<file path="src/rtl/core_bus_pkg.sv">
// Shared types and default address map for the core bus arbiter.
package core_bus_pkg;

  typedef enum logic {
    HOST_INSTR = 1'b0,
    HOST_DATA  = 1'b1
  } host_e;

  typedef enum logic [1:0] {
    RSP_NONE = 2'd0,
    RSP_RAM  = 2'd1,
    RSP_HW   = 2'd2,
    RSP_ERR  = 2'd3
  } rsp_kind_e;

  // we marks stores so the response can return zero read data
  typedef struct packed {
    host_e     host;
    rsp_kind_e kind;
    logic      we;
  } rsp_tag_t;

  localparam logic [31:0] DEF_RAM_BASE = 32'h0000_0000;
  localparam int unsigned DEF_RAM_SIZE = 262144;
  localparam logic [31:0] DEF_HW_BASE  = 32'hFF00_0000;
  localparam int unsigned DEF_HW_SIZE  = 65536;

  function automatic logic region_hit(input logic [31:0] addr,
                                      input logic [31:0] base,
                                      input logic [31:0] size);
    return ((addr & ~(size - 32'd1)) == base);
  endfunction

endpackage

</file>
<file path="src/rtl/core_bus_arbiter_if.sv">
// Host/target signal bundle; slave is the arbiter view, master the surrounding system.
interface core_bus_arbiter_if;
  logic        instr_req_i;
  logic        instr_gnt_o;
  logic [31:0] instr_addr_i;
  logic        instr_rvalid_o;
  logic [31:0] instr_rdata_o;
  logic        instr_err_o;

  logic        data_req_i;
  logic        data_gnt_o;
  logic        data_we_i;
  logic [3:0]  data_be_i;
  logic [31:0] data_addr_i;
  logic [31:0] data_wdata_i;
  logic        data_rvalid_o;
  logic [31:0] data_rdata_o;
  logic        data_err_o;

  logic        ram_req_o;
  logic        ram_we_o;
  logic [3:0]  ram_be_o;
  logic [31:0] ram_addr_o;
  logic [31:0] ram_wdata_o;
  logic [31:0] ram_rdata_i;

  logic        hw_req_o;
  logic        hw_we_o;
  logic [15:0] hw_addr_o;
  logic [31:0] hw_wdata_o;
  logic [31:0] hw_rdata_i;

  modport slave (
    input  instr_req_i, instr_addr_i,
    output instr_gnt_o, instr_rvalid_o, instr_rdata_o, instr_err_o,
    input  data_req_i, data_we_i, data_be_i, data_addr_i, data_wdata_i,
    output data_gnt_o, data_rvalid_o, data_rdata_o, data_err_o,
    output ram_req_o, ram_we_o, ram_be_o, ram_addr_o, ram_wdata_o,
    input  ram_rdata_i,
    output hw_req_o, hw_we_o, hw_addr_o, hw_wdata_o,
    input  hw_rdata_i
  );

  modport master (
    output instr_req_i, instr_addr_i,
    input  instr_gnt_o, instr_rvalid_o, instr_rdata_o, instr_err_o,
    output data_req_i, data_we_i, data_be_i, data_addr_i, data_wdata_i,
    input  data_gnt_o, data_rvalid_o, data_rdata_o, data_err_o,
    input  ram_req_o, ram_we_o, ram_be_o, ram_addr_o, ram_wdata_o,
    output ram_rdata_i,
    input  hw_req_o, hw_we_o, hw_addr_o, hw_wdata_o,
    output hw_rdata_i
  );
endinterface

</file>
<file path="src/rtl/core_bus_arbiter_addr_decode.sv">
// Maps a granted address to the response kind; fetches may only target RAM.
module bus_addr_decode
  import core_bus_pkg::*;
#(
  parameter logic [31:0] RAM_BASE = DEF_RAM_BASE,
  parameter int unsigned RAM_SIZE = DEF_RAM_SIZE,
  parameter logic [31:0] HW_BASE  = DEF_HW_BASE,
  parameter int unsigned HW_SIZE  = DEF_HW_SIZE
) (
  input  logic [31:0] addr_i,
  input  logic        is_fetch_i,
  output rsp_kind_e   kind_o
);

  // region compare, RAM takes precedence if the regions ever overlap
  always_comb begin
    kind_o = RSP_ERR;
    if (region_hit(addr_i, RAM_BASE, 32'(RAM_SIZE))) begin
      kind_o = RSP_RAM;
    end else if (region_hit(addr_i, HW_BASE, 32'(HW_SIZE)) && !is_fetch_i) begin
      kind_o = RSP_HW;
    end else begin
      kind_o = RSP_ERR;
    end
  end

endmodule

</file>
<file path="src/rtl/core_bus_arbiter.sv">
// Arbitrates ibex instruction/data ports onto one access slot per cycle and
// routes the fixed 1-cycle target response back to the granted host.
module core_bus_arbiter
  import core_bus_pkg::*;
#(
  parameter logic [31:0] RAM_BASE        = DEF_RAM_BASE,
  parameter int unsigned RAM_SIZE        = DEF_RAM_SIZE,
  parameter logic [31:0] HW_BASE         = DEF_HW_BASE,
  parameter int unsigned HW_SIZE         = DEF_HW_SIZE,
  parameter int unsigned MAX_DATA_STREAK = 4
) (
  input logic              clk,
  input logic              rst_n,
  core_bus_arbiter_if.slave bus
);

  localparam logic [3:0] MAX_STREAK = 4'(MAX_DATA_STREAK);

  logic [3:0]  streak_q, streak_d;
  rsp_tag_t    tag_q, tag_d;
  logic        gnt_instr_s, gnt_data_s;
  logic [31:0] gnt_addr_s;
  rsp_kind_e   dec_kind_s;
  rsp_kind_e   kind_s;
  logic [31:0] rsp_rdata_s;

  // data wins unless it has starved a waiting fetch for MAX_STREAK grants
  always_comb begin
    gnt_data_s  = bus.data_req_i && !(bus.instr_req_i && (streak_q == MAX_STREAK));
    gnt_instr_s = bus.instr_req_i && !gnt_data_s;
    gnt_addr_s  = gnt_instr_s ? bus.instr_addr_i : bus.data_addr_i;
  end

  bus_addr_decode #(
    .RAM_BASE (RAM_BASE),
    .RAM_SIZE (RAM_SIZE),
    .HW_BASE  (HW_BASE),
    .HW_SIZE  (HW_SIZE)
  ) u_decode (
    .addr_i     (gnt_addr_s),
    .is_fetch_i (gnt_instr_s),
    .kind_o     (dec_kind_s)
  );

  // target request fan-out and next response tag
  always_comb begin
    if (gnt_instr_s || gnt_data_s) begin
      kind_s = dec_kind_s;
    end else begin
      kind_s = RSP_NONE;
    end
    bus.instr_gnt_o = gnt_instr_s;
    bus.data_gnt_o  = gnt_data_s;
    bus.ram_req_o   = (kind_s == RSP_RAM);
    bus.ram_we_o    = gnt_data_s && bus.data_we_i;
    bus.ram_be_o    = bus.data_be_i;
    bus.ram_addr_o  = gnt_addr_s;
    bus.ram_wdata_o = bus.data_wdata_i;
    bus.hw_req_o    = gnt_data_s && (kind_s == RSP_HW);
    bus.hw_we_o     = bus.data_we_i;
    bus.hw_addr_o   = gnt_addr_s[15:0];
    bus.hw_wdata_o  = bus.data_wdata_i;
    tag_d.host      = gnt_data_s ? HOST_DATA : HOST_INSTR;
    tag_d.kind      = kind_s;
    tag_d.we        = gnt_data_s && bus.data_we_i;
  end

  // streak counts data grants that overtook a waiting fetch
  always_comb begin
    if (gnt_instr_s || !bus.instr_req_i) begin
      streak_d = 4'd0;
    end else if (gnt_data_s && (streak_q < MAX_STREAK)) begin
      streak_d = streak_q + 4'd1;
    end else begin
      streak_d = streak_q;
    end
  end

  // state registers
  always_ff @(posedge clk or negedge rst_n) begin
    if (!rst_n) begin
      streak_q <= 4'd0;
      tag_q    <= '{host: HOST_INSTR, kind: RSP_NONE, we: 1'b0};
    end else begin
      streak_q <= streak_d;
      tag_q    <= tag_d;
    end
  end

  // response steering; target read data is only valid in this cycle
  always_comb begin
    case (tag_q.kind)
      RSP_RAM: rsp_rdata_s = tag_q.we ? 32'd0 : bus.ram_rdata_i;
      RSP_HW:  rsp_rdata_s = tag_q.we ? 32'd0 : bus.hw_rdata_i;
      default: rsp_rdata_s = 32'd0;
    endcase
    if (tag_q.kind != RSP_NONE && tag_q.host == HOST_INSTR) begin
      bus.instr_rvalid_o = 1'b1;
      bus.instr_rdata_o  = rsp_rdata_s;
      bus.instr_err_o    = (tag_q.kind == RSP_ERR);
    end else begin
      bus.instr_rvalid_o = 1'b0;
      bus.instr_rdata_o  = 32'd0;
      bus.instr_err_o    = 1'b0;
    end
    if (tag_q.kind != RSP_NONE && tag_q.host == HOST_DATA) begin
      bus.data_rvalid_o = 1'b1;
      bus.data_rdata_o  = rsp_rdata_s;
      bus.data_err_o    = (tag_q.kind == RSP_ERR);
    end else begin
      bus.data_rvalid_o = 1'b0;
      bus.data_rdata_o  = 32'd0;
      bus.data_err_o    = 1'b0;
    end
  end

endmodule

</file>
<file path="src/flat_wrapper.sv">
// flat-port wrapper written by rule: the top's interface ports become plain ports
module core_bus_arbiter_flat import core_bus_pkg::*;
#(
  parameter logic [31:0] RAM_BASE        = DEF_RAM_BASE,
  parameter int unsigned RAM_SIZE        = DEF_RAM_SIZE,
  parameter logic [31:0] HW_BASE         = DEF_HW_BASE,
  parameter int unsigned HW_SIZE         = DEF_HW_SIZE,
  parameter int unsigned MAX_DATA_STREAK = 4
)
  (clk, rst_n, bus_instr_req_i, bus_instr_addr_i, bus_instr_gnt_o, bus_instr_rvalid_o, bus_instr_rdata_o, bus_instr_err_o, bus_data_req_i, bus_data_we_i, bus_data_be_i, bus_data_addr_i, bus_data_wdata_i, bus_data_gnt_o, bus_data_rvalid_o, bus_data_rdata_o, bus_data_err_o, bus_ram_req_o, bus_ram_we_o, bus_ram_be_o, bus_ram_addr_o, bus_ram_wdata_o, bus_ram_rdata_i, bus_hw_req_o, bus_hw_we_o, bus_hw_addr_o, bus_hw_wdata_o, bus_hw_rdata_i);
  core_bus_arbiter_if bus_i ();
  input logic clk;
  input logic rst_n;
  input wire logic [$bits(bus_i.instr_req_i)-1:0] bus_instr_req_i;
  input wire logic [$bits(bus_i.instr_addr_i)-1:0] bus_instr_addr_i;
  output wire logic [$bits(bus_i.instr_gnt_o)-1:0] bus_instr_gnt_o;
  output wire logic [$bits(bus_i.instr_rvalid_o)-1:0] bus_instr_rvalid_o;
  output wire logic [$bits(bus_i.instr_rdata_o)-1:0] bus_instr_rdata_o;
  output wire logic [$bits(bus_i.instr_err_o)-1:0] bus_instr_err_o;
  input wire logic [$bits(bus_i.data_req_i)-1:0] bus_data_req_i;
  input wire logic [$bits(bus_i.data_we_i)-1:0] bus_data_we_i;
  input wire logic [$bits(bus_i.data_be_i)-1:0] bus_data_be_i;
  input wire logic [$bits(bus_i.data_addr_i)-1:0] bus_data_addr_i;
  input wire logic [$bits(bus_i.data_wdata_i)-1:0] bus_data_wdata_i;
  output wire logic [$bits(bus_i.data_gnt_o)-1:0] bus_data_gnt_o;
  output wire logic [$bits(bus_i.data_rvalid_o)-1:0] bus_data_rvalid_o;
  output wire logic [$bits(bus_i.data_rdata_o)-1:0] bus_data_rdata_o;
  output wire logic [$bits(bus_i.data_err_o)-1:0] bus_data_err_o;
  output wire logic [$bits(bus_i.ram_req_o)-1:0] bus_ram_req_o;
  output wire logic [$bits(bus_i.ram_we_o)-1:0] bus_ram_we_o;
  output wire logic [$bits(bus_i.ram_be_o)-1:0] bus_ram_be_o;
  output wire logic [$bits(bus_i.ram_addr_o)-1:0] bus_ram_addr_o;
  output wire logic [$bits(bus_i.ram_wdata_o)-1:0] bus_ram_wdata_o;
  input wire logic [$bits(bus_i.ram_rdata_i)-1:0] bus_ram_rdata_i;
  output wire logic [$bits(bus_i.hw_req_o)-1:0] bus_hw_req_o;
  output wire logic [$bits(bus_i.hw_we_o)-1:0] bus_hw_we_o;
  output wire logic [$bits(bus_i.hw_addr_o)-1:0] bus_hw_addr_o;
  output wire logic [$bits(bus_i.hw_wdata_o)-1:0] bus_hw_wdata_o;
  input wire logic [$bits(bus_i.hw_rdata_i)-1:0] bus_hw_rdata_i;
  assign bus_i.instr_req_i = bus_instr_req_i;
  assign bus_i.instr_addr_i = bus_instr_addr_i;
  assign bus_instr_gnt_o = bus_i.instr_gnt_o;
  assign bus_instr_rvalid_o = bus_i.instr_rvalid_o;
  assign bus_instr_rdata_o = bus_i.instr_rdata_o;
  assign bus_instr_err_o = bus_i.instr_err_o;
  assign bus_i.data_req_i = bus_data_req_i;
  assign bus_i.data_we_i = bus_data_we_i;
  assign bus_i.data_be_i = bus_data_be_i;
  assign bus_i.data_addr_i = bus_data_addr_i;
  assign bus_i.data_wdata_i = bus_data_wdata_i;
  assign bus_data_gnt_o = bus_i.data_gnt_o;
  assign bus_data_rvalid_o = bus_i.data_rvalid_o;
  assign bus_data_rdata_o = bus_i.data_rdata_o;
  assign bus_data_err_o = bus_i.data_err_o;
  assign bus_ram_req_o = bus_i.ram_req_o;
  assign bus_ram_we_o = bus_i.ram_we_o;
  assign bus_ram_be_o = bus_i.ram_be_o;
  assign bus_ram_addr_o = bus_i.ram_addr_o;
  assign bus_ram_wdata_o = bus_i.ram_wdata_o;
  assign bus_i.ram_rdata_i = bus_ram_rdata_i;
  assign bus_hw_req_o = bus_i.hw_req_o;
  assign bus_hw_we_o = bus_i.hw_we_o;
  assign bus_hw_addr_o = bus_i.hw_addr_o;
  assign bus_hw_wdata_o = bus_i.hw_wdata_o;
  assign bus_i.hw_rdata_i = bus_hw_rdata_i;
  core_bus_arbiter #(.RAM_BASE(RAM_BASE), .RAM_SIZE(RAM_SIZE), .HW_BASE(HW_BASE), .HW_SIZE(HW_SIZE), .MAX_DATA_STREAK(MAX_DATA_STREAK)) u_core (.clk(clk), .rst_n(rst_n), .bus(bus_i));
endmodule
</file>
<file path="config.mk">
export PLATFORM = sky130hd
export DESIGN_NAME = core_bus_arbiter_flat
export DESIGN_NICKNAME = d
export VERILOG_FILES = /design/src/rtl/core_bus_pkg.sv /design/src/rtl/core_bus_arbiter_if.sv /design/src/rtl/core_bus_arbiter_addr_decode.sv /design/src/rtl/core_bus_arbiter.sv /design/src/flat_wrapper.sv
export SDC_FILE = /design/constraint.sdc
export NUM_CORES = 1
export LEC_CHECK = 0
export BUFFER_PORTS_ARGS = -buffer_cell sky130_fd_sc_hd__buf_2
export CAP_MARGIN = 20
export CORE_AREA = 3 3 140 142
export DETAILED_ROUTE_END_ITERATION = 7
export DIE_AREA = 0 0 143 145
export GPL_TIMING_DRIVEN = 0
export PLACE_DENSITY = 0.38
export SYNTH_ARGS = -nofsm -noshare
export SYNTH_HDL_FRONTEND = slang
export SYNTH_SLANG_ARGS = --single-unit
</file>
<file path="constraint.sdc">
create_clock -name clk -period 2.6 [get_ports clk]
set_input_delay 0.52 -clock clk [delete_from_list [all_inputs] [get_ports clk]]
set_output_delay 0.52 -clock clk [all_outputs]
set_load 0.01 [all_outputs]
</file>
==> flow_summary.toml <==
[floorplan]
rows = 50
core_area_sq_um = 18580
start_util_pct = 11.39
die_area_sq_um = 20740
die_h_um = 145
die_w_um = 143
ios = 359

[worst_setup_path]
cp_max_fo = 10
crit_arrival_ns = 2.03
reg2reg_to = "u_core.tag_q[2]"
cp.required_ns = 2.08
crit_path_start_kind = "flip-flop"
worstSetupEndpointType = "output pin"
critPathMaxStageDelay_ns = 0.39
reg2reg_from = "u_core.streak_q[0]"
crit_path_cell_trace = "inv_1 > ha_2 > nand3b_4 > a21boi_4 > buf_6 > mux2_2 > buf_4 > buf_2"
ff2ff_setup_slack_ns = 0.85
reg2reg_depth = 7
setup.worst_path.start = "u_core.streak_q[0]"
cp_slowest_cell = "dfrtp_1"
crit_type = "flip-flop to output pin"
crit_path_end = "bus_ram_addr_o[4]"

[grt]
grt_pass1_wl_mm = 16.01
grt_util_all_layers_pct = 9.608
grt_max_degree = 11
antenna_found_initial = 0
grt_pass1_vias = 3097
overflow = 0

[hold_path]
min_path_type = "input pin to asynchronous set/reset pin"

[routing]
viasPerCell = 3.656
ant_nets = 0
wl_mm = 11.38
vias = 3126
drt_pre_antenna_iters = 4
dr.first_iter.drc_count = 59
wl_per_cell_um = 13.31
drc = 0

[synthesis]
synth_area_leader_cell = "buf_4"
synthSimpleGateAreaFrac_pct = 21.29
syn_avg_cell_area_sq_um = 7.296
synthTopCellsByArea = "buf_4, mux2_2, nor2_1, a22oi_1, dfrtp_1"
yosysTopAreaCellShare_pct = 30.16
ys_seq_elements = 8
synthCells = 290
synth-xor-area-share_pct = 0.4140
netlist-cell-type-count = 25
synth_top_family_by_area = "buffers and inverters"
synth-compound-area-share_pct = 12.95
ys_warn_count = 0
syn-cell-area_sq_um = 2116
synthMuxAreaShare_pct = 17.56
yosysSeqAreaShare_pct = 9.462
synth_nets = 465
synthAdderAreaFrac_pct = 3.548

[layout]
nNetsFinal = 798
final_cell_mix = "buf_2, buf_4, nor2_1"
nFillCells = 2083
fin_area_sq_um = 4174
finish.utilization_pct = 22.46
final_cells = 855
mostFrequentLayoutCell = "buf_2"
area_growth_pct = 97.28
drive_gt1_share_pct = 75.04
n_antenna_cell = 0

[place]
dp.cells = 846
dpl_worst_slack_ns = 0.08910
finalWeightedCongestion = 0.7605
place_hpwl_mm = 10.34
port_buffers = 322
dpl_cell_area_sq_um = 4020

[clock_tree]
clk_pin_slew_ns = 0.04
cts_tree = "yes"
holdBufCountCts = 0
clk_latency_ns = 0.23
h-tree-depth = 1
cts.path.max_buffers = 2
cts_root_buffer = "clkbuf_16"
clock_sinks = 8
cts_buffers = 3

[timing]
setup_viol = 0
clock_skew_ns = 0.002885
period_share_pct = 98.14
tightest_slew_ns = 0.4657
hold_slack_ns = 0.1265
rsz0062_at_grt = "true"
slew_headroom_pct = 68.66
fmax_mhz = 391.9
finalMaxSlewViolations = 0
finalHoldViolations = 0
min_period_ns = 2.552
fin_ws_ns = 0.04824

[power]
cellLeakagePower_nw = 2.409
ir_drop_v = 0.0001407
power-per-cell-area_nw_per_um2 = 246.0

[run_status]
status = "finished, final reports clean"

[run]
max-cap-violations = 0
-- cells by family after synthesis --
| family | after synthesis |
|---|---|
| simple gates | 101 |
| fa+ha+maj | 6 |
| mux | 33 |
| buf+inv | 105 |
| xor+xnor | 1 |
| compound gates | 36 |
| flops | 8 |
-- timing repair --
item | in CTS | in global routing
buffers inserted | 3 | 3
setup endpoints to repair | 29 | 71
gates cloned | 0 | 0
resized for setup | 1 | 25
pin swaps | 1 | 0
-- how the worst min path moves through the flow --
stage                     startpoint                  to  slack, ns  cells past startpoint
final                          rst_n  u_core.streak_q[0]       0.13                      1
after global routing           rst_n  u_core.streak_q[0]       0.14                      1
after CTS                      rst_n  u_core.streak_q[0]       0.13                      1
after detailed placement       rst_n  u_core.streak_q[0]       0.38                      1
after global placement         rst_n  u_core.streak_q[0]       0.38                      1
after floorplan                rst_n  u_core.streak_q[0]       0.22                      0
-- flip-flops by register name (all words and copies together), names as in the netlist --
signal and cells:
u_core.streak_q 4, u_core.tag_q 4
-- critical path, delay by kind of cell, from the launching register on --
kind,cells,cell delay [ns]
flops,1,0.39
compound gates,1,0.23
buf+inv,4,0.52
fa+ha+maj,1,0.18
simple gates,1,0.09
mux,1,0.38
-- metal layers --
| metal | GRT usage [%] | routed length (um) |
|---|---|---|
| met1 | 9.226 | 3846 |
| met2 | 20.28 | 6204 |
| met3 | 1.747 | 1218 |
| met4 | 2.091 | 108 |
| met5 | 0 | 0 |
-- power breakdown --
part / internal (mW) / switching [mW] / leakage, nW / total, mW
Clock: 0.198 / 0.0594 / 0.0370 / 0.258
Sequential: 0.131 / 0.00544 / 0.0994 / 0.136
Combinational: 0.339 / 0.295 / 2.27 / 0.633
-- stage by stage --
stage | power [mW] | setup TNS, ns
detailed placement | 0.7681 | 0
finish | 1.027 | 0
global route | 1.095 | -0.3115
CTS | 1.035 | 0
global placement | 0.7736 | 0
floorplan | 0.4724 | 0
-- cells in the mapped netlist --
cell type and n:
o21ai_0 1, nand3_1 2, and2_1 3, and3_1 2, nor2b_1 2, nor4bb_1 1, buf_4 85, mux2_1 1
nor2_1 74, xnor2_1 1, buf_1 3, a21oi_1 2, ha_1 6, nor4_1 7, dfrtp_1 8, inv_1 5
clkbuf_1 9, nand2_1 5, nand3b_4 1, buf_6 3, a21boi_4 1, a22oi_1 32, and2b_1 1, nand4_1 3
mux2_2 32
-- area by class of cell --
cell class | instances | area, sq um | area share, %
sequential | 8 | 200.2 | 4.796
clock buffer | 3 | 75.07 | 1.799
tap | 234 | 292.8 | 7.014
timing repair buffer | 328 | 1657 | 39.69
buffer | 100 | 730.7 | 17.51
inverter | 5 | 18.77 | 0.4496
multi-input combinational | 177 | 1200 | 28.75
(Power assumes the default switching activity.)
